$ cat src/rtl/sdram_pkg.sv
// Shared definitions for the SDRAM command arbiter: command encodings
// {cs_n, ras_n, cas_n, we_n}, bus widths and the arbiter state type.
package sdram_pkg;

   localparam int unsigned CmdWidth  = 4;
   localparam int unsigned AddrWidth = 12;
   localparam int unsigned BankWidth = 2;

   localparam logic [CmdWidth-1:0] CmdNop  = 4'b0111;
   localparam logic [CmdWidth-1:0] CmdPre  = 4'b0010;
   localparam logic [CmdWidth-1:0] CmdAref = 4'b0001;
   localparam logic [CmdWidth-1:0] CmdAct  = 4'b0011;
   localparam logic [CmdWidth-1:0] CmdWr   = 4'b0100;
   localparam logic [CmdWidth-1:0] CmdRd   = 4'b0101;
   localparam logic [CmdWidth-1:0] CmdMrs  = 4'b0000;

   typedef enum logic [2:0] {
      StInit  = 3'd0,
      StArbit = 3'd1,
      StAref  = 3'd2,
      StWrite = 3'd3,
      StRead  = 3'd4
   } state_e;

endpackage

$ cat src/rtl/sdram_arbiter_if.sv
// Bundle of the init/refresh/write/read request paths and the shared SDRAM
// command bus. The arbiter takes the slave view; requesters take the master.
interface sdram_arbiter_if;
   import sdram_pkg::*;

   logic                 flag_init_end;
   logic [CmdWidth-1:0]  init_cmd;
   logic [AddrWidth-1:0] init_addr;

   logic                 ref_req;
   logic [CmdWidth-1:0]  ref_cmd;
   logic [AddrWidth-1:0] ref_addr;
   logic [BankWidth-1:0] ref_bank;
   logic                 flag_ref_end;
   logic                 ref_en;

   logic                 wr_req;
   logic [CmdWidth-1:0]  wr_cmd;
   logic [AddrWidth-1:0] wr_addr;
   logic [BankWidth-1:0] wr_bank;
   logic                 flag_wr_end;
   logic                 wr_en;

   logic                 rd_req;
   logic [CmdWidth-1:0]  rd_cmd;
   logic [AddrWidth-1:0] rd_addr;
   logic [BankWidth-1:0] rd_bank;
   logic                 flag_rd_end;
   logic                 rd_en;

   logic [CmdWidth-1:0]  sdram_cmd;
   logic [AddrWidth-1:0] sdram_addr;
   logic [BankWidth-1:0] sdram_bank;
   logic                 arb_busy;

   modport slave (
      input  flag_init_end, init_cmd, init_addr,
      input  ref_req, ref_cmd, ref_addr, ref_bank, flag_ref_end,
      input  wr_req, wr_cmd, wr_addr, wr_bank, flag_wr_end,
      input  rd_req, rd_cmd, rd_addr, rd_bank, flag_rd_end,
      output ref_en, wr_en, rd_en,
      output sdram_cmd, sdram_addr, sdram_bank, arb_busy
   );

   modport master (
      output flag_init_end, init_cmd, init_addr,
      output ref_req, ref_cmd, ref_addr, ref_bank, flag_ref_end,
      output wr_req, wr_cmd, wr_addr, wr_bank, flag_wr_end,
      output rd_req, rd_cmd, rd_addr, rd_bank, flag_rd_end,
      input  ref_en, wr_en, rd_en,
      input  sdram_cmd, sdram_addr, sdram_bank, arb_busy
   );

endinterface

$ cat src/rtl/sdram_arbiter.sv
// SDRAM command arbiter: after init completes, grants the bus to refresh,
// write or read by fixed priority and muxes the owner's command onto it.
// Optional macro SDRAM_ARB_RR_EN makes write/read ties alternate round-robin.
module sdram_arbiter
   import sdram_pkg::*;
#(
   parameter logic [CmdWidth-1:0] NOP = CmdNop
) (
   input logic            clk,
   input logic            rst,
   sdram_arbiter_if.slave bus
);

   state_e state_q, state_d;
   logic   ref_en_q, ref_en_d;
   logic   wr_en_q, wr_en_d;
   logic   rd_en_q, rd_en_d;
   logic   wr_wins;
   logic   grant_ref, grant_wr, grant_rd;

   // Grants are only decoded in ARBIT; refresh always pre-empts write/read.
   assign grant_ref = (state_q == StArbit) && bus.ref_req;
   assign grant_wr  = (state_q == StArbit) && !bus.ref_req && bus.wr_req &&
                      (!bus.rd_req || wr_wins);
   assign grant_rd  = (state_q == StArbit) && !bus.ref_req && bus.rd_req && !grant_wr;

`ifdef SDRAM_ARB_RR_EN
   logic rr_wr_q, rr_wr_d;

   assign wr_wins = rr_wr_q;

   // Whichever of write/read was granted last loses the next tie.
   always_comb begin
      rr_wr_d = rr_wr_q;
      if (grant_wr) begin
         rr_wr_d = 1'b0;
      end else if (grant_rd) begin
         rr_wr_d = 1'b1;
      end
   end

   // Tie-break pointer register, favouring write out of reset.
   always_ff @(posedge clk) begin
      if (rst) begin
         rr_wr_q <= 1'b1;
      end else begin
         rr_wr_q <= rr_wr_d;
      end
   end
`else
   assign wr_wins = 1'b1;
`endif

   // Next-state and one-shot enable decode.
   always_comb begin
      state_d  = state_q;
      ref_en_d = 1'b0;
      wr_en_d  = 1'b0;
      rd_en_d  = 1'b0;
      unique case (state_q)
         StInit: begin
            if (bus.flag_init_end) state_d = StArbit;
         end
         StArbit: begin
            if (grant_ref) begin
               state_d  = StAref;
               ref_en_d = 1'b1;
            end else if (grant_wr) begin
               state_d = StWrite;
               wr_en_d = 1'b1;
            end else if (grant_rd) begin
               state_d = StRead;
               rd_en_d = 1'b1;
            end
         end
         StAref: begin
            if (bus.flag_ref_end) state_d = StArbit;
         end
         StWrite: begin
            if (bus.flag_wr_end) state_d = StArbit;
         end
         StRead: begin
            if (bus.flag_rd_end) state_d = StArbit;
         end
         default: state_d = StInit;
      endcase
   end

   // State and enable registers; enables line up with the first granted cycle.
   always_ff @(posedge clk) begin
      if (rst) begin
         state_q  <= StInit;
         ref_en_q <= 1'b0;
         wr_en_q  <= 1'b0;
         rd_en_q  <= 1'b0;
      end else begin
         state_q  <= state_d;
         ref_en_q <= ref_en_d;
         wr_en_q  <= wr_en_d;
         rd_en_q  <= rd_en_d;
      end
   end

   assign bus.ref_en   = ref_en_q;
   assign bus.wr_en    = wr_en_q;
   assign bus.rd_en    = rd_en_q;
   assign bus.arb_busy = (state_q != StArbit);

   // Bus mux: the current owner's command/address/bank, NOP when idle.
   always_comb begin
      bus.sdram_cmd  = NOP;
      bus.sdram_addr = '0;
      bus.sdram_bank = '0;
      unique case (state_q)
         StInit: begin
            bus.sdram_cmd  = bus.init_cmd;
            bus.sdram_addr = bus.init_addr;
         end
         StAref: begin
            bus.sdram_cmd  = bus.ref_cmd;
            bus.sdram_addr = bus.ref_addr;
            bus.sdram_bank = bus.ref_bank;
         end
         StWrite: begin
            bus.sdram_cmd  = bus.wr_cmd;
            bus.sdram_addr = bus.wr_addr;
            bus.sdram_bank = bus.wr_bank;
         end
         StRead: begin
            bus.sdram_cmd  = bus.rd_cmd;
            bus.sdram_addr = bus.rd_addr;
            bus.sdram_bank = bus.rd_bank;
         end
         default: begin
            bus.sdram_cmd  = NOP;
            bus.sdram_addr = '0;
            bus.sdram_bank = '0;
         end
      endcase
   end

endmodule

$ cat src/flat_wrapper.sv
// flat-port wrapper written by rule: the top's interface ports become plain ports
module sdram_arbiter_flat import sdram_pkg::*;
#(
   parameter logic [CmdWidth-1:0] NOP = CmdNop
)
  (clk, rst, bus_flag_init_end, bus_init_cmd, bus_init_addr, bus_ref_req, bus_ref_cmd, bus_ref_addr, bus_ref_bank, bus_flag_ref_end, bus_wr_req, bus_wr_cmd, bus_wr_addr, bus_wr_bank, bus_flag_wr_end, bus_rd_req, bus_rd_cmd, bus_rd_addr, bus_rd_bank, bus_flag_rd_end, bus_ref_en, bus_wr_en, bus_rd_en, bus_sdram_cmd, bus_sdram_addr, bus_sdram_bank, bus_arb_busy);
  sdram_arbiter_if bus_i ();
  input logic clk;
  input logic rst;
  input wire logic [$bits(bus_i.flag_init_end)-1:0] bus_flag_init_end;
  input wire logic [$bits(bus_i.init_cmd)-1:0] bus_init_cmd;
  input wire logic [$bits(bus_i.init_addr)-1:0] bus_init_addr;
  input wire logic [$bits(bus_i.ref_req)-1:0] bus_ref_req;
  input wire logic [$bits(bus_i.ref_cmd)-1:0] bus_ref_cmd;
  input wire logic [$bits(bus_i.ref_addr)-1:0] bus_ref_addr;
  input wire logic [$bits(bus_i.ref_bank)-1:0] bus_ref_bank;
  input wire logic [$bits(bus_i.flag_ref_end)-1:0] bus_flag_ref_end;
  input wire logic [$bits(bus_i.wr_req)-1:0] bus_wr_req;
  input wire logic [$bits(bus_i.wr_cmd)-1:0] bus_wr_cmd;
  input wire logic [$bits(bus_i.wr_addr)-1:0] bus_wr_addr;
  input wire logic [$bits(bus_i.wr_bank)-1:0] bus_wr_bank;
  input wire logic [$bits(bus_i.flag_wr_end)-1:0] bus_flag_wr_end;
  input wire logic [$bits(bus_i.rd_req)-1:0] bus_rd_req;
  input wire logic [$bits(bus_i.rd_cmd)-1:0] bus_rd_cmd;
  input wire logic [$bits(bus_i.rd_addr)-1:0] bus_rd_addr;
  input wire logic [$bits(bus_i.rd_bank)-1:0] bus_rd_bank;
  input wire logic [$bits(bus_i.flag_rd_end)-1:0] bus_flag_rd_end;
  output wire logic [$bits(bus_i.ref_en)-1:0] bus_ref_en;
  output wire logic [$bits(bus_i.wr_en)-1:0] bus_wr_en;
  output wire logic [$bits(bus_i.rd_en)-1:0] bus_rd_en;
  output wire logic [$bits(bus_i.sdram_cmd)-1:0] bus_sdram_cmd;
  output wire logic [$bits(bus_i.sdram_addr)-1:0] bus_sdram_addr;
  output wire logic [$bits(bus_i.sdram_bank)-1:0] bus_sdram_bank;
  output wire logic [$bits(bus_i.arb_busy)-1:0] bus_arb_busy;
  assign bus_i.flag_init_end = bus_flag_init_end;
  assign bus_i.init_cmd = bus_init_cmd;
  assign bus_i.init_addr = bus_init_addr;
  assign bus_i.ref_req = bus_ref_req;
  assign bus_i.ref_cmd = bus_ref_cmd;
  assign bus_i.ref_addr = bus_ref_addr;
  assign bus_i.ref_bank = bus_ref_bank;
  assign bus_i.flag_ref_end = bus_flag_ref_end;
  assign bus_i.wr_req = bus_wr_req;
  assign bus_i.wr_cmd = bus_wr_cmd;
  assign bus_i.wr_addr = bus_wr_addr;
  assign bus_i.wr_bank = bus_wr_bank;
  assign bus_i.flag_wr_end = bus_flag_wr_end;
  assign bus_i.rd_req = bus_rd_req;
  assign bus_i.rd_cmd = bus_rd_cmd;
  assign bus_i.rd_addr = bus_rd_addr;
  assign bus_i.rd_bank = bus_rd_bank;
  assign bus_i.flag_rd_end = bus_flag_rd_end;
  assign bus_ref_en = bus_i.ref_en;
  assign bus_wr_en = bus_i.wr_en;
  assign bus_rd_en = bus_i.rd_en;
  assign bus_sdram_cmd = bus_i.sdram_cmd;
  assign bus_sdram_addr = bus_i.sdram_addr;
  assign bus_sdram_bank = bus_i.sdram_bank;
  assign bus_arb_busy = bus_i.arb_busy;
  sdram_arbiter #(.NOP(NOP)) u_core (.clk(clk), .rst(rst), .bus(bus_i));
endmodule
$ cat config.mk
export PLATFORM = sky130hd
export DESIGN_NAME = sdram_arbiter_flat
export DESIGN_NICKNAME = d
export VERILOG_FILES = /design/src/rtl/sdram_pkg.sv /design/src/rtl/sdram_arbiter_if.sv /design/src/rtl/sdram_arbiter.sv /design/src/flat_wrapper.sv
export SDC_FILE = /design/constraint.sdc
export NUM_CORES = 1
export LEC_CHECK = 0
export CORE_ASPECT_RATIO = 0.6
export CORE_MARGIN = 10
export CORE_UTILIZATION = 27
export CTS_CLUSTER_DIAMETER = 60
export DETAILED_ROUTE_END_ITERATION = 10
export PLACE_DENSITY_LB_ADDON = 0.3
export SYNTH_ARGS = -nofsm -noshare
export SYNTH_HDL_FRONTEND = slang
export SYNTH_SLANG_ARGS = --single-unit
$ cat constraint.sdc
create_clock -name clk -period 1.6 [get_ports clk]
set_input_delay 0.24 -clock clk [delete_from_list [all_inputs] [get_ports clk]]
set_output_delay 0.24 -clock clk [all_outputs]
set_load 0.02 [all_outputs]
==> reports/qor.yml, run 1 <==
run_status:
  status: "finished with violations"
  violations: "negative setup slack"
grt:
  grt_usage_pct: 16.33
  overflow: 0
  grt_pass1_wl_mm: 7.886
  antenna_found_initial: 0
  grt_pass1_vias: 1580
  grt_start_max_net_pins: 16
synthesis:
  synth_flop_cell: "dfxtp_1"
  yosys_warnings: 0
  ys_top_cells_by_area: "mux2i_1 15%, dfxtp_1 14%, a21oi_1 9.3%"
  ys_ff_latch: 6
  syn_nets: 206
  syn-cell-area_sq_um: 858.3
  yosysTopAreaCellShare_pct: 15.16
  synth_cell_types: 31
  syn_inst: 127
  ys_seq_area_share_pct: 13.99
  synth-edff-count: 0
  avgSynthCellArea_sq_um: 6.758
  synth_top_area_cell: "mux2i_1"
  async_flop_share_pct: 0
worst_setup_path:
  end_kind: "output port"
  crit_slowest_cell: "dfxtp_2"
  r2r_cells: 8
  critPathMaxStageDelay_ns: 0.33
  cp-start-kind: "flop"
  cp-endpoint: "bus_sdram_cmd[1]"
  worst_ep_arrival_time_ns: 1.47
  reg2reg_slack_ns: -0.09
  r2r-end: "u_core.state_q[0]"
  crit_required_ns: 1.36
  r2r-start: "u_core.state_q[1]"
  critical_path_class: "reg -> out"
  worstSetupStartpoint: "u_core.state_q[1]"
  crit_chain: "buf_6 > mux2_4 > o22a_1 > o22a_1 > buf_6"
  critPathMaxFanout: 6
detailed_routing:
  met1_length_mm: 2.118
  viasPerCell: 5.144
  ant_nets: 0
  route.met2.wl_mm: 2.487
  drtIter0Drc: 119
  drt-wirelength-per-cell_um: 18.39
  highest_layer: "met4"
  wl_met3_um: 542
  drt-total-wl_mm: 5.242
  vias: 1466
  drtPass1Iterations: 4
  drc: 0
floorplan:
  start_util_pct: 29.13
  rows: 15
  core_sq_mm: 0.002947
  fp.dieArea_sq_mm: 0.005908
  ioPinCount: 101
  die_h_um: 63.68
  fp.dieW_um: 92.79
power_and_ir_drop:
  p_leak_nw: 0.8549
  ir_worst_vdd_uv: 330.2
  power_w: 0.001309
  powerDensity_mw_per_mm2: 617.7
placement:
  dpl.hpwl_mm: 4.174
  port_buffers: 100
  finalWeightedCongestion: 0.8127
  dp_cells: 275
  place_area_sq_mm: 0.001999
cts:
  cts_sinks: 6
  cts_inserted_buffers: 3
  cts_hold_buf: 0
  insertion_delay_ns: 0.23
  clkSlewWorstSetupHoldPaths_ns: 0.04
  htreeDepth: 1
  cts_tree: "done"
  cts_buffer_depth: 2
  cts_root_buf: "clkbuf_8"
sta:
  finalSetupViolations: 20
  rsz0062_at_grt: "true"
  hold_violations: 0
  fin_crit_sh_pct: 107.1
  fin_skew_ns: 0.006220
  fmax_ghz: 0.5835
  setup_ws_ns: -0.1137
  period_needed_ns: 1.714
  slew_headroom_pct: 83.10
  holdWs_ns: 0.6374
  slew_violations: 0
  worst_pin_slew_ns: 0.2528
hold_path:
  hold_class: "in -> reg"
finish:
  drive_above_1_share_pct: 24.28
  final_cell_area_sq_mm: 0.002120
  fin_cells: 285
  fin_util_pct: 71.93
  fin_nets: 324
  n_antenna_cell: 0
  syn_to_final_growth_pct: 146.9
run:
  max_cap_violations: 0
[power breakdown]
| group | leakage [nW] | total (W) | internal (W) | switching (W) |
|---|---|---|---|---|
| Clock | 0.0216 | 0.000241 | 0.000163 | 0.0000777 |
| Combinational | 0.784 | 0.000899 | 0.000499 | 0.000400 |
| Sequential | 0.0493 | 0.000170 | 0.000162 | 0.00000753 |
| Total | 0.855 | 0.00131 | 0.000824 | 0.000486 |
[cell type report]
cell class	instances	area [sq um]
timing repair buffer	124	1185
fill	222	827.0
multi-input combinational	109	715.7
sequential	6	121.4
tap	42	52.55
clock buffer	3	41.29
inverter	1	3.754
[critical path, delay by kind of cell, from the launching register on]
family                 cells  cell delay [ns]
AO/OA/AOI/OAI              2             0.35
buffers and inverters      2             0.26
flip-flops                 1             0.33
multiplexers               1             0.30
[layout by cell type, fill, tap and decap left out, types with 2 or more instances in the layout]
master | synthesis | layout
o21ai_0 | 15 | 3
nor2_1 | 17 | 17
buf_2 | 4 | 8
nand2_1 | 15 | 15
buf_12 | 0 | 3
dfxtp_1 | 6 | 5
mux2i_2 | 0 | 2
buf_4 | 3 | 23
clkdlybuf4s50_1 | 0 | 81
a21oi_2 | 0 | 2
a22oi_1 | 2 | 2
buf_6 | 1 | 9
nor2b_1 | 3 | 2
and3_1 | 2 | 2
o22a_1 | 6 | 6
a21oi_1 | 16 | 14
mux2_4 | 0 | 3
or3b_4 | 1 | 2
clkbuf_8 | 0 | 3
mux2i_1 | 13 | 11
o21ai_1 | 2 | 14
[routing by layer]
metal | vias to the layer above | global-route usage (%)
li1 | 692 | -
met1 | 666 | 18.14
met2 | 96 | 29.01
met3 | 12 | 5.674
met4 | 0 | 3.831
met5 | - | 0
[through the flow]
step	setup WS, ns	setup TNS, ns
final	-0.1137	-1.485
after CTS	-0.1104	-1.298
after global routing	-0.1834	-2.852
after global placement	-0.4166	-5.643
after detailed placement	-0.4563	-6.376
after floorplan	0.02270	0
[synth_stat cells (2+ instances only)]
| master | number |
|---|---|
| o21ai_0 | 15 |
| dfxtp_1 | 6 |
| a22oi_1 | 2 |
| nor2_1 | 17 |
| nor2b_1 | 3 |
| o21ai_1 | 2 |
| or3b_1 | 2 |
| clkbuf_1 | 3 |
| buf_2 | 4 |
| and3_1 | 2 |
| a21oi_1 | 16 |
| o22a_1 | 6 |
| buf_4 | 3 |
| nand2_1 | 15 |
| mux2_2 | 3 |
| mux2i_1 | 13 |
[worst min-delay path by stage]
stage / from / end / slack (ns) / cells past startpoint
final: bus_rd_req / u_core.bus.rd_en / 0.64 / 2
after global routing: bus_rd_req / u_core.bus.rd_en / 0.63 / 2
after CTS: bus_rd_req / u_core.bus.rd_en / 0.62 / 2
after detailed placement: u_core.state_q[1] / u_core.state_q[2] / 0.78 / 3
after global placement: u_core.state_q[1] / u_core.state_q[2] / 0.75 / 3
after floorplan: rst / u_core.state_q[2] / 0.32 / 1
[flip-flops by register name, indices dropped and copies added, names as in the netlist]
name and count:
u_core.bus.rd_en 1, u_core.bus.ref_en 1, u_core.bus.wr_en 1, u_core.state_q 3
[what timing repair did]
item / in CTS / in global routing
endpoints found under the setup margin: 21 / 21
cloned: 1 / 0
setup buffers: 5 / 1
pin swaps: 6 / 9
gates resized for setup: 101 / 11
[kinds of logic after synthesis]
family / Yosys count / synth area share (%)
DFF: 6 / 13.99
AOI/OAI and AO/OA: 44 / 30.76
buffers and inverters: 12 / 8.017
and+or+nand+nor: 49 / 28.14
muxes: 16 / 19.10
(Power assumes the default switching activity.)
==> inputs of run 2 (changes only) <==
- CELL_PAD_IN_SITES_DETAIL_PLACEMENT: unset -> 0
- CELL_PAD_IN_SITES_GLOBAL_PLACEMENT: unset -> 1
- CORE_UTILIZATION: 27 -> 16
==> reports/qor.yml, run 2 (same netlist as run 1, synthesis figures left out) <==
power_and_ir_drop:
  comb_power_share_pct: 67.7
  p_leak_nw: 0.8035
  p_int_w: 0.0007829
  switching_share_pct: 36.41
  sequentialPowerShare_pct: 13.8
  p_clk_share_pct: 18.4
  p_switching_w: 0.0004483
  powerDensity_mw_per_mm2: 596.0
  ir_worst_vdd_uv: 252.4
detailed_routing:
  met1_length_mm: 2.190
  drt-wirelength-per-cell_um: 15.70
  ant_nets: 0
  wl_met3_um: 745
  drtIter0Drc: 50
  vias: 1326
  viasPerCell: 4.420
  route.met2.wl_mm: 1.746
  highest_layer: "met4"
  drtPass1Iterations: 4
  drc: 0
  drt-total-wl_mm: 4.709
floorplan:
  fp.dieW_um: 114.6
  core_sq_mm: 0.005130
  start_util_pct: 16.73
  rows: 20
  ioPinCount: 101
  die_h_um: 76.74
  fp.dieArea_sq_mm: 0.008790
sta:
  period_needed_ns: 1.690
  fin_crit_sh_pct: 105.6
  hold_violations: 0
  setup_ws_ns: -0.09019
  slew_violations: 0
  slew_headroom_pct: 82.64
  fmax_ghz: 0.5917
  fin_skew_ns: 0.002671
  finalSetupViolations: 18
  rsz0062_at_grt: "true"
  worst_pin_slew_ns: 0.2604
run_status:
  violations: "negative setup slack"
  status: "finished with violations"
worst_setup_path:
  worst_ep_arrival_time_ns: 1.45
  cp-start-kind: "flop"
  crit_required_ns: 1.36
  critical_path_class: "reg -> out"
  end_kind: "output port"
  critPathMaxFanout: 7
cts:
  cts_tree: "done"
  htreeDepth: 1
  cts_root_buf: "clkbuf_8"
  clkSlewWorstSetupHoldPaths_ns: 0.04
  insertion_delay_ns: 0.22
  cts_sinks: 6
  postCtsSetupBuffers: 0
  cts_buffer_depth: 2
  cts_inserted_buffers: 3
finish:
  fin_cells: 300
  fill_cells: 548
  n_antenna_cell: 0
  drive_above_1_share_pct: 20.94
  largest_reg_flops: 3
  syn_to_final_growth_pct: 140.7
  final_cell_area_sq_mm: 0.002066
  top_register: "u_core.state_q"
  final_cell_mix: "81 x clkdlybuf4s50_1, 17 x nor2_1, 16 x a21oi_1, 15 x nand2_1, 15 x o21ai_1"
  final_common_cell: "clkdlybuf4s50_1"
  fin_nets: 315
grt:
  grt_pass1_vias: 1432
  grt_pass1_wl_mm: 7.210
  overflow: 0
  grt_start_max_net_pins: 16
  grt_usage_pct: 9.774
  antenna_found_initial: 0
hold_path:
  hold_class: "in -> reg"
run:
  max_cap_violations: 0
placement:
  place_area_sq_mm: 0.002002
  finalWeightedCongestion: 0.7714
  dpl.hpwl_mm: 4.036
  dp_cells: 297
  port_buffers: 100
==> run 2: changes by cell type in the layout (fill, tap and decap cells not counted), moves of 2 or more <==
cell,before,now
buf_4,23,12
o21ai_0,3,0
a21oi_1,14,16
a21oi_2,2,0
buf_12,3,1
buf_6,9,11
mux2i_1,11,13
mux2i_2,2,0
o21ai_2,0,2
==> run 2: final cells by class <==
type	count	area, sq um	share of cell area, %
Tap cell	66	82.58	3.998
Timing Repair Buffer	115	1105	53.48
Sequential cell	6	122.6	5.936
Inverter	1	3.754	0.1817
Multi-Input combinational cell	109	710.7	34.40
Clock buffer	3	41.29	1.999
==> run 2: path summary, 6_finish.rpt <==
check / from / to / slack (ns) / depth (start not counted)
hold / removal: bus_rd_req / u_core.bus.rd_en / 0.61 / 2
hold reg to reg: u_core.state_q[1] / u_core.state_q[2] / 0.69 / 3
setup reg to reg: u_core.state_q[1] / u_core.state_q[1] / 0.04 / 6
setup / recovery: u_core.state_q[1] / bus_sdram_cmd[2] / -0.09 / 5
==> run 2: what timing repair did <==
action | 4_1_cts | 5_1_grt
endpoints found under the setup margin | 20 | 20
hold buffers | 0 | 0
pin swaps | 9 | 4
resized for setup | 111 | 6
hold endpoints to repair | 0 | 0
==> run 2: routing by layer <==
metal  track usage (%)  vias up
li1                  -      673
met1             12.24      570
met2             13.59       81
met3             6.371        2
met5                 0        -
met4             1.870        0
==> run 2: worst max-delay path: stages, from the launching register on <==
cell and delay [ns]:
dfxtp_2 0.33, buf_8 0.14, mux2_4 0.30, o22a_1 0.16, o22a_1 0.17, buf_6 0.13
==> run 2: metrics by stage <==
step           hold WS, ns  TNS (ns)   power, W  utilization (%)  worst slack (ns)
6_report            0.6093   -0.9203   0.001231            40.27          -0.09019
3_3_place_gp        0.7388    -5.839   0.001014            39.02           -0.4261
5_1_grt             0.6343    -2.296   0.001304            40.27           -0.1716
4_1_cts             0.6069    -1.161   0.001233            39.85          -0.09595
3_5_place_dp        0.7314    -6.001   0.001010            39.02           -0.4300
2_1_floorplan       0.3187         0  0.0005445                -           0.02270
==> run 2: power groups by stage <==
| stage | logic [W] | clock network [W] | registers [W] |
|---|---|---|---|
| after floorplan | 0.000370 | 0 | 0.000175 |
| after global placement | 0.000844 | 0 | 0.000170 |
| after detailed placement | 0.000840 | 0 | 0.000170 |
| after CTS | 0.000831 | 0.000232 | 0.000169 |
| after global routing | 0.000897 | 0.000235 | 0.000171 |
| final | 0.000834 | 0.000227 | 0.000170 |
==> inputs of run 3 (changes only) <==
==> constraint.sdc (replaced) <==
create_clock -name clk -period 1.6 [get_ports clk]
set_input_delay 0.24 -clock clk [delete_from_list [all_inputs] [get_ports clk]]
set_output_delay 0.24 -clock clk [all_outputs]
set_load 0.05 [all_outputs]
==> reports/qor.yml, run 3 (same netlist as run 1, synthesis figures left out) <==
power_and_ir_drop:
  power_w: 0.001801
  powerDensity_mw_per_mm2: 711.7
  ir_worst_vdd_uv: 405.0
  p_leak_nw: 0.9335
sta:
  slew_violations: 0
  rsz0062_at_grt: "true"
  fmax_ghz: 0.5750
  period_needed_ns: 1.739
  fin_crit_sh_pct: 108.7
  slew_headroom_pct: 80.24
  finalSetupViolations: 18
  worst_pin_slew_ns: 0.2964
  tns_ns: -1.589
  fin_skew_ns: 0.001544
  hold_violations: 0
  setup_ws_ns: -0.1393
cts:
  cts_root_buf: "clkbuf_8"
  cts_sinks: 6
  htreeDepth: 1
  cts_inserted_buffers: 3
  cts_buffer_depth: 2
  clkSlewWorstSetupHoldPaths_ns: 0.04
  insertion_delay_ns: 0.22
  cts_tree: "done"
grt:
  overflow: 0
  grt_use_met3_pct: 3.263
  grt_pass1_vias: 1479
  antenna_found_initial: 0
  use_met1_pct: 14.91
  grt_start_max_net_pins: 15
  grt.busiest_layer: "met2"
  grt_usage_pct: 10.79
  use_met2_pct: 16.23
  grt_pass1_wl_mm: 7.990
finish:
  top_register: "u_core.state_q"
  final_cell_mix: "78 x clkdlybuf4s50_1, 18 x buf_12, 15 x nor2_1, 14 x a21oi_2, 12 x nand2_1"
  drive_above_1_share_pct: 39.41
  syn_to_final_growth_pct: 194.9
  fin_cells: 302
  n_antenna_cell: 0
  final_cell_area_sq_mm: 0.002531
  fin_nets: 317
  final_common_cell: "clkdlybuf4s50_1"
  largest_reg_flops: 3
  fill_cells: 506
floorplan:
  core_sq_mm: 0.005130
  start_util_pct: 16.73
  fp.dieW_um: 114.6
  ioPinCount: 101
  die_h_um: 76.74
  rows: 20
  fp.dieArea_sq_mm: 0.008790
run_status:
  status: "finished with violations"
  violations: "negative setup slack"
detailed_routing:
  viasPerCell: 4.467
  drtIter0Drc: 50
  ant_nets: 0
  drtPass1Iterations: 4
  drt-wirelength-per-cell_um: 16.60
  drc: 0
  vias: 1349
  drt-total-wl_mm: 5.014
placement:
  dp_cells: 298
  finalWeightedCongestion: 0.7279
  place_area_sq_mm: 0.002295
  dpl.hpwl_mm: 4.332
  port_buffers: 100
worst_setup_path:
  path_buf_inv: 2
  end_kind: "output port"
  critPathMaxFanout: 4
  cp-start-kind: "flop"
  crit_chain: "buf_6 > mux2_4 > o22a_1 > o22a_1 > buf_6"
  worst_ep_arrival_time_ns: 1.50
  critical_path_class: "reg -> out"
  crit_slowest_cell: "dfxtp_4"
  crit_required_ns: 1.36
  cp_top_family: "flip-flops"
  critPathMaxStageDelay_ns: 0.37
  reg2reg_slack_ns: 0.09
run:
  max_cap_violations: 0
hold_path:
  hold_class: "reg -> reg"
[run 3: final timing paths]
| path | startpoint | to | cells past startpoint |
|---|---|---|---|
| setup / recovery | u_core.state_q[1] | bus_sdram_cmd[0] | 5 |
| hold / removal | u_core.state_q[0] | u_core.state_q[2] | 2 |
| setup reg to reg | u_core.state_q[2] | u_core.state_q[1] | 5 |
| hold reg to reg | u_core.state_q[0] | u_core.state_q[2] | 2 |
[run 3: layer usage]
layer	wire length (um)	vias up
met3	499	2
met1	2444	595
met5	0	-
li1	-	676
met4	27	0
met2	2043	76
[run 3: metrics by stage]
step	setup slack (ns)	util, %	hold slack (ns)
2_1_floorplan	-0.1732	-	0.3187
6_report	-0.1393	49.34	0.6069
3_3_place_gp	-0.09039	44.73	0.6034
5_1_grt	-0.1887	49.34	0.6442
4_1_cts	-0.1284	47.66	0.6080
3_5_place_dp	-0.08549	44.73	0.6089
[run 3: cell type report]
| class | count | area [sq um] | share of cell area (%) |
|---|---|---|---|
| repair buffers | 117 | 1336 | 52.79 |
| multi-input cells | 109 | 938.4 | 37.07 |
| flip-flops and latches | 6 | 128.9 | 5.091 |
| well taps | 66 | 82.58 | 3.262 |
| clock buffers | 3 | 41.29 | 1.631 |
| inverters | 1 | 3.754 | 0.1483 |
[run 3: worst register-to-register path: cells and delay by family (launching register included)]
family,cells,cell delay (ns)
DFF,1,0.36
AOI/OAI and AO/OA,1,0.13
and+or+nand+nor,2,0.65
buffers and inverters,2,0.30
[run 3: timing repair]
item | 4_1_cts | 5_1_grt
setup endpoints to repair | 20 | 21
hold buffers | 0 | 0
pin swaps | 7 | 1
resized for setup | 28 | 23
setup buffers | 1 | 0
[run 3: where the power goes]
group          total, W  internal, W  leakage (nW)  switching (W)
Combinational   0.00139     0.000713         0.861       0.000681
Clock          0.000224     0.000161        0.0216      0.0000626
Sequential     0.000184     0.000162        0.0507      0.0000215
